**src/rtl/cvxif_pkg.sv**
```systemverilog
// rtl/cvxif_pkg.sv - shared types and encodings for the CV-X-IF offload controller
package cvxif_pkg;

    typedef enum logic [2:0] {
        ST_IDLE,
        ST_ISSUE,
        ST_REG,
        ST_WAIT_RES,
        ST_RESP
    } state_t;

    typedef enum logic [1:0] {
        RSP_OK      = 2'b00,
        RSP_REJECT  = 2'b01,
        RSP_TIMEOUT = 2'b10
    } rsp_status_t;

    localparam logic [6:0] OPCODE_CUSTOM = 7'b1111011;

    localparam logic [2:0] FUNCT3_ADD = 3'b000;
    localparam logic [2:0] FUNCT3_SUB = 3'b001;
    localparam logic [2:0] FUNCT3_MUL = 3'b010;
    localparam logic [2:0] FUNCT3_DIV = 3'b011;

endpackage

```
**src/rtl/cvxif_offload_ctrl_if.sv**
```systemverilog
// rtl/cvxif_offload_ctrl_if.sv - issue/register/result channels between core-side initiator and coprocessor
interface cvxif_offload_ctrl_if #(
    parameter int XLEN = 32
);
    logic            issue_valid;
    logic            issue_ready;
    logic [XLEN-1:0] issue_req_instr;
    logic            issue_resp_accept;
    logic            issue_resp_writeback;
    logic [1:0]      issue_resp_register_read;

    logic            register_valid;
    logic            register_ready;
    logic [XLEN-1:0] register_rs0;
    logic [XLEN-1:0] register_rs1;
    logic [1:0]      register_rs_valid;

    logic            result_valid;
    logic            result_ready;
    logic [XLEN-1:0] result_data;

    modport master (
        output issue_valid, issue_req_instr,
        input  issue_ready, issue_resp_accept, issue_resp_writeback, issue_resp_register_read,
        output register_valid, register_rs0, register_rs1, register_rs_valid,
        input  register_ready,
        input  result_valid, result_data,
        output result_ready
    );

    modport slave (
        input  issue_valid, issue_req_instr,
        output issue_ready, issue_resp_accept, issue_resp_writeback, issue_resp_register_read,
        input  register_valid, register_rs0, register_rs1, register_rs_valid,
        output register_ready,
        output result_valid, result_data,
        input  result_ready
    );
endinterface

```
**src/rtl/cvxif_timeout_cnt.sv**
```systemverilog
// rtl/cvxif_timeout_cnt.sv - clear/enable counter flagging when the result wait has run out
module cvxif_timeout_cnt #(
    parameter int TIMEOUT_W      = 8,
    parameter int TIMEOUT_CYCLES = 200
) (
    input  logic clk,
    input  logic rst,
    input  logic clr,
    input  logic en,
    output logic expired
);
    logic [TIMEOUT_W-1:0] cnt;

    always_ff @(posedge clk) begin
        if (rst || clr) begin
            cnt <= '0;
        end else if (en) begin
            cnt <= cnt + TIMEOUT_W'(1);
        end
    end

    assign expired = (cnt == TIMEOUT_W'(TIMEOUT_CYCLES - 1));
endmodule

```
**src/rtl/cvxif_offload_ctrl.sv**
```systemverilog
// rtl/cvxif_offload_ctrl.sv - single-outstanding CV-X-IF initiator: issue, operands, result, completion
module cvxif_offload_ctrl
    import cvxif_pkg::*;
#(
    parameter int XLEN           = 32,
    parameter int TIMEOUT_W      = 8,
    parameter int TIMEOUT_CYCLES = 200
) (
    input  logic            clk,
    input  logic            rst,
    input  logic            req_valid,
    output logic            req_ready,
    input  logic [XLEN-1:0] req_instr,
    input  logic [XLEN-1:0] req_rs0,
    input  logic [XLEN-1:0] req_rs1,
    output logic            rsp_valid,
    input  logic            rsp_ready,
    output logic [XLEN-1:0] rsp_data,
    output logic [1:0]      rsp_status,
    output logic            rsp_writeback,
    cvxif_offload_ctrl_if.master cvx
);
    state_t          state, state_nxt;
    logic [XLEN-1:0] instr_q, rs0_q, rs1_q, data_q;
    logic [1:0]      mask_q;
    logic            wb_q;
    rsp_status_t     status_q;
    logic            to_expired;

    cvxif_timeout_cnt #(
        .TIMEOUT_W      (TIMEOUT_W),
        .TIMEOUT_CYCLES (TIMEOUT_CYCLES)
    ) u_timeout (
        .clk     (clk),
        .rst     (rst),
        .clr     (state != ST_WAIT_RES),
        .en      (state == ST_WAIT_RES),
        .expired (to_expired)
    );

    always_ff @(posedge clk) begin
        if (rst) begin
            state <= ST_IDLE;
        end else begin
            state <= state_nxt;
        end
    end

    always_comb begin
        state_nxt = state;
        case (state)
            ST_IDLE:     if (req_valid) state_nxt = ST_ISSUE;
            ST_ISSUE: begin
                if (cvx.issue_ready) begin
                    if (!cvx.issue_resp_accept)                 state_nxt = ST_RESP;
                    else if (cvx.issue_resp_register_read != 2'b00) state_nxt = ST_REG;
                    else                                        state_nxt = ST_WAIT_RES;
                end
            end
            ST_REG:      if (cvx.register_ready) state_nxt = ST_WAIT_RES;
            ST_WAIT_RES: if (cvx.result_valid || to_expired) state_nxt = ST_RESP;
            ST_RESP:     if (rsp_ready) state_nxt = ST_IDLE;
            default:     state_nxt = ST_IDLE;
        endcase
    end

    always_comb begin
        req_ready          = 1'b0;
        rsp_valid          = 1'b0;
        cvx.issue_valid    = 1'b0;
        cvx.register_valid = 1'b0;
        cvx.result_ready   = 1'b0;
        case (state)
            ST_IDLE:     req_ready          = 1'b1;
            ST_ISSUE:    cvx.issue_valid    = 1'b1;
            ST_REG:      cvx.register_valid = 1'b1;
            ST_WAIT_RES: cvx.result_ready   = 1'b1;
            ST_RESP:     rsp_valid          = 1'b1;
            default:     ;
        endcase
    end

    // A timed-out instruction never writes rd, so its writeback request is dropped.
    always_ff @(posedge clk) begin
        if (rst) begin
            instr_q  <= '0;
            rs0_q    <= '0;
            rs1_q    <= '0;
            data_q   <= '0;
            mask_q   <= 2'b00;
            wb_q     <= 1'b0;
            status_q <= RSP_OK;
        end else begin
            case (state)
                ST_IDLE: begin
                    if (req_valid) begin
                        instr_q <= req_instr;
                        rs0_q   <= req_rs0;
                        rs1_q   <= req_rs1;
                    end
                end
                ST_ISSUE: begin
                    if (cvx.issue_ready) begin
                        if (cvx.issue_resp_accept) begin
                            wb_q   <= cvx.issue_resp_writeback;
                            mask_q <= cvx.issue_resp_register_read;
                        end else begin
                            wb_q     <= 1'b0;
                            data_q   <= '0;
                            status_q <= RSP_REJECT;
                        end
                    end
                end
                ST_WAIT_RES: begin
                    if (cvx.result_valid) begin
                        data_q   <= cvx.result_data;
                        status_q <= RSP_OK;
                    end else if (to_expired) begin
                        data_q   <= '0;
                        wb_q     <= 1'b0;
                        status_q <= RSP_TIMEOUT;
                    end
                end
                default: ;
            endcase
        end
    end

    assign cvx.issue_req_instr   = instr_q;
    assign cvx.register_rs0      = rs0_q;
    assign cvx.register_rs1      = rs1_q;
    assign cvx.register_rs_valid = mask_q;
    assign rsp_data              = data_q;
    assign rsp_status            = status_q;
    assign rsp_writeback         = wb_q;
endmodule

```
**src/flat_wrapper.sv**
```systemverilog
// flat-port wrapper written by rule: the top's interface ports become plain ports
module cvxif_offload_ctrl_flat import cvxif_pkg::*;
#(
    parameter int XLEN           = 32,
    parameter int TIMEOUT_W      = 8,
    parameter int TIMEOUT_CYCLES = 200
)
  (clk, rst, req_valid, req_ready, req_instr, req_rs0, req_rs1, rsp_valid, rsp_ready, rsp_data, rsp_status, rsp_writeback, cvx_issue_valid, cvx_issue_req_instr, cvx_issue_ready, cvx_issue_resp_accept, cvx_issue_resp_writeback, cvx_issue_resp_register_read, cvx_register_valid, cvx_register_rs0, cvx_register_rs1, cvx_register_rs_valid, cvx_register_ready, cvx_result_valid, cvx_result_data, cvx_result_ready);
  cvxif_offload_ctrl_if #(.XLEN(XLEN)) cvx_i ();
  input  logic clk;
  input  logic rst;
  input  logic req_valid;
  output logic req_ready;
  input  logic [XLEN-1:0] req_instr;
  input  logic [XLEN-1:0] req_rs0;
  input  logic [XLEN-1:0] req_rs1;
  output logic rsp_valid;
  input  logic rsp_ready;
  output logic [XLEN-1:0] rsp_data;
  output logic [1:0] rsp_status;
  output logic rsp_writeback;
  output wire logic [$bits(cvx_i.issue_valid)-1:0] cvx_issue_valid;
  output wire logic [$bits(cvx_i.issue_req_instr)-1:0] cvx_issue_req_instr;
  input wire logic [$bits(cvx_i.issue_ready)-1:0] cvx_issue_ready;
  input wire logic [$bits(cvx_i.issue_resp_accept)-1:0] cvx_issue_resp_accept;
  input wire logic [$bits(cvx_i.issue_resp_writeback)-1:0] cvx_issue_resp_writeback;
  input wire logic [$bits(cvx_i.issue_resp_register_read)-1:0] cvx_issue_resp_register_read;
  output wire logic [$bits(cvx_i.register_valid)-1:0] cvx_register_valid;
  output wire logic [$bits(cvx_i.register_rs0)-1:0] cvx_register_rs0;
  output wire logic [$bits(cvx_i.register_rs1)-1:0] cvx_register_rs1;
  output wire logic [$bits(cvx_i.register_rs_valid)-1:0] cvx_register_rs_valid;
  input wire logic [$bits(cvx_i.register_ready)-1:0] cvx_register_ready;
  input wire logic [$bits(cvx_i.result_valid)-1:0] cvx_result_valid;
  input wire logic [$bits(cvx_i.result_data)-1:0] cvx_result_data;
  output wire logic [$bits(cvx_i.result_ready)-1:0] cvx_result_ready;
  assign cvx_issue_valid = cvx_i.issue_valid;
  assign cvx_issue_req_instr = cvx_i.issue_req_instr;
  assign cvx_i.issue_ready = cvx_issue_ready;
  assign cvx_i.issue_resp_accept = cvx_issue_resp_accept;
  assign cvx_i.issue_resp_writeback = cvx_issue_resp_writeback;
  assign cvx_i.issue_resp_register_read = cvx_issue_resp_register_read;
  assign cvx_register_valid = cvx_i.register_valid;
  assign cvx_register_rs0 = cvx_i.register_rs0;
  assign cvx_register_rs1 = cvx_i.register_rs1;
  assign cvx_register_rs_valid = cvx_i.register_rs_valid;
  assign cvx_i.register_ready = cvx_register_ready;
  assign cvx_i.result_valid = cvx_result_valid;
  assign cvx_i.result_data = cvx_result_data;
  assign cvx_result_ready = cvx_i.result_ready;
  cvxif_offload_ctrl #(.XLEN(XLEN), .TIMEOUT_W(TIMEOUT_W), .TIMEOUT_CYCLES(TIMEOUT_CYCLES)) u_core (.clk(clk), .rst(rst), .req_valid(req_valid), .req_ready(req_ready), .req_instr(req_instr), .req_rs0(req_rs0), .req_rs1(req_rs1), .rsp_valid(rsp_valid), .rsp_ready(rsp_ready), .rsp_data(rsp_data), .rsp_status(rsp_status), .rsp_writeback(rsp_writeback), .cvx(cvx_i));
endmodule
```
**config.mk**
```make
export PLATFORM = sky130hd
export DESIGN_NAME = cvxif_offload_ctrl_flat
export DESIGN_NICKNAME = d
export VERILOG_FILES = /design/src/rtl/cvxif_pkg.sv /design/src/rtl/cvxif_offload_ctrl_if.sv /design/src/rtl/cvxif_timeout_cnt.sv /design/src/rtl/cvxif_offload_ctrl.sv /design/src/flat_wrapper.sv
export SDC_FILE = /design/constraint.sdc
export NUM_CORES = 1
export LEC_CHECK = 0
export BUFFER_PORTS_ARGS = -buffer_cell sky130_fd_sc_hd__buf_2
export CAP_MARGIN = 40
export CORE_MARGIN = 2
export CORE_UTILIZATION = 40
export CTS_CLUSTER_SIZE = 8
export DETAILED_ROUTE_END_ITERATION = 10
export HOLD_SLACK_MARGIN = 0.08
export MAX_ROUTING_LAYER = met4
export PLACE_DENSITY = 0.72
export SYNTH_ARGS = -nofsm -noshare
export SYNTH_HDL_FRONTEND = slang
export SYNTH_HIERARCHICAL = 1
export SYNTH_SLANG_ARGS = --single-unit
```
**constraint.sdc**
```tcl
create_clock -name clk -period 3 [get_ports clk]
set_clock_uncertainty 0.2 [all_clocks]
set_input_delay 0.75 -clock clk [delete_from_list [all_inputs] [get_ports clk]]
set_output_delay 0.75 -clock clk [all_outputs]
set_load 0.03 [all_outputs]
```
==> flow_summary.json, run 1 <==
{
  "fmax_mhz": 400.1,
  "final_cell_count_no_fill": 1074,
  "fill_cells": 1269,
  "irDropWorstVdd_mv": 0.5150,
  "path_clk_slew_ps": 50,
  "wirelength_mm": 14.35,
  "max_slew_margin_pct": 62.28,
  "cts_sinks": 144,
  "synth.avg_cell_area_sq_um": 8.518,
  "worst_slew_pin_slew_ps": 565.8,
  "ctsHoldBuffers": 0,
  "synth_common_cells": "199 x nand2_1, 144 x dfxtp_1, 102 x a21oi_1",
  "ys_types": 40,
  "fp.coreArea_sq_um": 13190,
  "path_max_fanout": 11,
  "via_per_inst": 4.779,
  "grt_pass1_wl_mm": 23.00,
  "yosysTopAreaCell": "dfxtp_1",
  "drive_above_1_share_pct": 38.08,
  "cts_buffer_depth": 2,
  "numCtsBuffers": 17,
  "ys_seq_elements": 144,
  "crit_chain": "or2_1 -> nor2_1 -> buf_2",
  "min_period_ps": 2500,
  "ant_nets": 0,
  "finalHoldViolations": 0,
  "max_cap_violations": 0,
  "p_per_area_nw_per_um2": 805.8,
  "dpl.cell_count": 1042,
  "setup_viol_count_final": 0,
  "clk_latency_ps": 410,
  "slowest_delay_ps": 390,
  "syn_nets": 771,
  "status": "completed",
  "syn_area_sq_um": 5366,
  "root_buffer": "clkbuf_16",
  "power.leakage_nw": 3.422,
  "drtPass1Iterations": 4,
  "place_ws_ps": 734.2,
  "die_w_microns": 119.8,
  "rsz0062_at_grt": "false",
  "setup_slack_ps": 500.3,
  "synth_edf_count": 0,
  "tns_ps": 0,
  "drc_errors": 0,
  "netlist_top_cells_area": "dfxtp_1 54%, nand2_1 14%, a21oi_1 9.5%, a22oi_2 4.7%, nor2_1 3.3%",
  "ys.flop_type": "dfxtp_1",
  "cp-start-kind": "flop",
  "routedWlPerCell_microns": 13.36,
  "cts.htree.levels": 4,
  "cp.arrival_ps": 1550,
  "place_congestion": 0.7677,
  "post_cts_resized": 0,
  "seq_area_frac_synth_pct": 53.72,
  "die-height_microns": 119.8,
  "grt_max_degree": 65,
  "ys.warnings.count": 6,
  "cts_setup_buffers": 0,
  "area_growth_pct": 37.00,
  "port_buffers": 276,
  "grt_antenna_before_repair": 0,
  "hold_class": "reg2reg",
  "fin_util_pct": 55.74,
  "overflow": 0,
  "die_area_sq_um": 14360,
  "start_util_pct": 40.68,
  "drt_iter0_markers": 252,
  "num_io_pins": 277,
  "drv_slew": 0,
  "placementRows": 42,
  "vias": 5133,
  "worst-setup-path-type": "reg2out",
  "num_antenna_cells": 0,
  "yosysMostFrequentCell": "nand2_1",
  "end_kind": "primary output",
  "cp_slowest_cell": "dfxtp_1",
  "nNetsFinal": 1026,
  "dp.final_hpwl_mm": 9.900,
  "async_flop_share_pct": 0,
  "cts_tree": "yes",
  "post-route-period-util_pct": 83.32,
  "cp.required_ps": 2050,
  "syn_inst": 630,
  "grt_pass1_vias": 4755,
  "gr-usage-all-layers_pct": 20.47,
  "worst_hold_slack_ps": 248.7,
  "synth_top_area_share_pct": 53.72
}
==> flip-flops by register name (all words and copies together), names as in the netlist <==
| name | cells |
|---|---|
| u_core/cvx.issue_req_instr | 32 |
| u_core/rsp_writeback | 1 |
| u_core/cvx.register_rs1 | 32 |
| u_core/cvx.register_rs_valid | 2 |
| u_core/rsp_data | 32 |
| u_core/u_timeout/cnt | 8 |
| u_core/rsp_status | 2 |
| u_core/cvx.register_rs0 | 32 |
| u_core/state | 3 |
==> through the flow <==
step	power [W]	area [sq um]
2_1_floorplan	0.003521	5366
3_3_place_gp	0.003951	6775
3_5_place_dp	0.003967	6775
4_1_cts	0.005992	7352
5_1_grt	0.006242	7352
6_report	0.005924	7352
==> kinds of logic after synthesis <==
| group | synth area share, % |
|---|---|
| and+or+nand+nor | 21.64 |
| AOI/OAI and AO/OA | 17.44 |
| DFF | 53.72 |
| buffers and inverters | 5.503 |
| xor gates and xnor gates | 0.6530 |
| muxes | 0.5829 |
| adders and majority gates | 0.4662 |
==> worst paths after layout <==
check	from	to	slack [ps]	depth (start not counted)
max	u_core/state[1]	req_ready	500	3
min	u_core/cvx.register_rs0[24]	u_core/cvx.register_rs0[24]	250	2
max reg2reg	u_core/u_timeout/cnt[0]	u_core/rsp_data[12]	670	7
min reg2reg	u_core/cvx.register_rs0[24]	u_core/cvx.register_rs0[24]	250	2
==> layout by cell type, fill, tap and decap left out, types with 3 or more instances in the layout <==
cell | netlist | layout
nand4_1 | 3 | 3
buf_4 | 5 | 7
nand3_1 | 3 | 3
xor2_1 | 3 | 3
clkinv_4 | 0 | 3
buf_2 | 17 | 275
a21oi_1 | 102 | 102
clkbuf_8 | 0 | 3
a22oi_1 | 12 | 12
clkinv_2 | 0 | 3
nand2_1 | 199 | 199
a22oi_2 | 20 | 20
nand2b_1 | 5 | 5
clkbuf_16 | 0 | 17
nor3_1 | 5 | 5
clkinvlp_4 | 0 | 4
dfxtp_1 | 144 | 144
nor2_1 | 47 | 47
o21ai_0 | 6 | 6
==> report_power, final <==
part	internal, W	switching (W)	total [W]	leakage [nW]
Sequential	0.00215	0.000127	0.00227	1.18
Combinational	0.000482	0.00116	0.00164	1.97
Clock	0.00121	0.000804	0.00201	0.274
Total	0.00384	0.00209	0.00592	3.42
==> layer usage <==
layer  routed length (microns)  global-route usage, %  vias up
li1                          -                      -     2598
met1                      6314                  25.46     2324
met2                      6660                  31.46      198
met3                      1196                  7.177       13
met4                       174                  6.176        0
met5                         0                      -        -
==> final cells by class <==
type	count	area (sq um)	share of cell area [%]
Timing Repair Buffer	284	1469	19.98
Clock inverter	12	110.1	1.498
Multi-Input combinational cell	436	2196	29.87
Tap cell	176	220.2	2.995
Clock buffer	20	466.7	6.348
Inverter	2	7.507	0.1021
Sequential cell	144	2883	39.21
==> critical path: cells and delay by family, from the launching register on <==
| family | cells | cell delay, ps |
|---|---|---|
| DFF | 1 | 390 |
| buffers and inverters | 1 | 220 |
| and+or+nand+nor | 2 | 530 |
No activity file was read; power rests on OpenSTA's default activity.
==> run 2, diff against run 1 <==
PLACE_DENSITY = 0.75   (was 0.72)
clock period = 2.08 ns   (was 3 ns; I/O delays follow)
==> run 2 against run 1 <==
  * Worst setup slack got worse by 500 ps
  * Die area unchanged
  * Total power rose by 50%
  * Utilization rose by 3.7 points
  * Combinational power rose by 70%
  * Hold slack lost 120 ps
  * Wire length up 5.4%
  * Critical path depth increased by 5
  * Sequential share of layout area is 2.3 points lower
  * Count of clock-buffer cells in the layout up 3
==> flow_summary.json, run 2 (synthesized netlist as in run 1, its figures left out) <==
{
  "clk_latency_ps": 420,
  "post-route-period-util_pct": 99.79,
  "irDropWorstVdd_mv": 0.6640,
  "tns_ps": 0,
  "internal-power_w": 0.005815,
  "p_per_area_nw_per_um2": 1134,
  "place_congestion": 0.8073,
  "die-height_microns": 119.8,
  "drv_slew": 0,
  "cp.arrival_ps": 2170,
  "finalPower_w": 0.008897,
  "cts.htree.levels": 4,
  "p_seq_share_pct": 36.7,
  "multi_input_area_sq_um": 2291,
  "fill_cells": 1182,
  "place_area_sq_um": 7028,
  "grt_max_degree": 70,
  "end_kind": "flop",
  "gr-usage-all-layers_pct": 20.16,
  "cts_sinks": 144,
  "path_max_fanout": 7,
  "die_w_microns": 119.8,
  "fmax_mhz": 481.8,
  "layout_commonest_cell": "buf_2",
  "fin_area_sq_um": 7843,
  "rsz0062_at_grt": "true",
  "dpl.cell_count": 1060,
  "num_io_pins": 277,
  "path_clk_slew_ps": 60,
  "root_buffer": "clkbuf_16",
  "cp-start-kind": "flop",
  "power_switching_w": 0.003082,
  "hold_class": "in2reg",
  "r2r_slack_ps": 4,
  "grt_pass1_vias": 4707,
  "fp.coreArea_sq_um": 13190,
  "max_cap_violations": 0,
  "die_area_sq_um": 14360,
  "port_buffers": 276,
  "worst-setup-path-type": "reg2reg",
  "setup_viol_count_final": 0,
  "finalHoldViolations": 0,
  "drive_above_1_share_pct": 41.77,
  "status": "completed",
  "cts_buffer_depth": 2,
  "cp.required_ps": 2180,
  "pwr-share-comb_pct": 31.4,
  "ant_nets": 0,
  "dp.final_hpwl_mm": 10.45,
  "most-common-layout-cells": "270 x buf_2, 199 x nand2_1, 139 x dfxtp_1, 102 x a21oi_1, 44 x nor2_1",
  "drc_errors": 0,
  "drt_iter0_markers": 266,
  "overflow": 0,
  "pwr-share-clk_pct": 31.9,
  "routedWlPerCell_microns": 13.72,
  "grt_pass1_wl_mm": 22.50,
  "p_sw_share_pct": 34.64,
  "min_period_ps": 2076,
  "power.leakage_nw": 3.642,
  "placementRows": 42,
  "wirelength_mm": 15.12,
  "start_util_pct": 40.68,
  "drtPass1Iterations": 4,
  "grt_antenna_before_repair": 2,
  "max_slew_margin_pct": 79.37,
  "cts_tree": "yes",
  "nNetsFinal": 1052,
  "numCtsBuffers": 17,
  "area_growth_pct": 46.14,
  "vias": 5277,
  "worst_slew_pin_slew_ps": 309.4,
  "via_per_inst": 4.789,
  "ff_latch_area_sq_um": 2892,
  "final_cell_count_no_fill": 1102
}
==> run 2: changes by cell type in the layout (fill, tap and decap cells not counted), sizes merged <==
cell	before	now
clkinvlp	4	1
clkbuf	20	26
buf	284	307
diode	0	2
==> run 2: stage by stage <==
step           utilization, %  setup WS [ps]  hold slack, ps
2_1_floorplan               -          75.36           267.2
3_5_place_dp            53.28          42.43           243.0
5_1_grt                 59.46         -46.78           120.5
4_1_cts                 57.91          5.281           124.1
3_3_place_gp            53.28          83.35           238.3
6_report                59.46          4.419           133.6
==> run 2: worst max-delay path, cell delays in order (launching register included) <==
cell	delay, ps
dfxtp_2	350
ha_4	130
and4bb_2	210
and4b_2	310
nor2_4	50
o32a_4	270
clkbuf_16	190
a22oi_2	190
nor2_1	50
==> run 2: layout make-up <==
class,count,area share [%]
Antenna cell,2,0.06382
Clock buffer,23,5.967
Clock inverter,9,1.069
Inverter,2,0.09572
Multi-Input combinational cell,436,29.21
Sequential cell,144,36.87
Tap cell,176,2.808
Timing Repair Buffer,310,23.92
==> run 2: repair_timing <==
| item | in CTS | in global routing |
|---|---|---|
| setup buffers | 1 | 3 |
| endpoints found under the setup margin | 5 | 38 |
| gates cloned | 0 | 4 |
| hold buffers | 0 | 0 |
| pin swaps | 0 | 14 |
| gates resized for setup | 16 | 24 |
==> run 2: power by group through the flow <==
| stage | sequential, W | combinational [W] | clock (W) |
|---|---|---|---|
| after floorplan | 0.00394 | 0.00114 | 0 |
| after global placement | 0.00330 | 0.00262 | 0 |
| after detailed placement | 0.00332 | 0.00263 | 0 |
| after CTS | 0.00327 | 0.00269 | 0.00289 |
| after global routing | 0.00330 | 0.00301 | 0.00302 |
| final | 0.00326 | 0.00279 | 0.00284 |
==> run 2: worst paths after layout <==
| kind | startpoint | endpoint | depth (start not counted) |
|---|---|---|---|
| setup / recovery | u_core/u_timeout/cnt[1] | u_core/rsp_data[8] | 8 |
| hold / removal | cvx_result_data[30] | u_core/rsp_data[30] | 3 |
| setup reg to reg | u_core/u_timeout/cnt[1] | u_core/rsp_data[8] | 8 |
| hold reg to reg | u_core/cvx.register_rs1[9] | u_core/cvx.register_rs1[9] | 2 |
==> run 2: per-layer routing <==
layer / share of wire (%) / global-route usage (%) / routed length (microns) / vias to the layer above
met2: 49 / 31.93 / 7344 / 219
met5: 0 / - / 0 / -
met3: 7.4 / 5.513 / 1119 / 22
met4: 1.8 / 7.721 / 268 / 0
met1: 42 / 24.58 / 6383 / 2382
li1: - / - / - / 2654
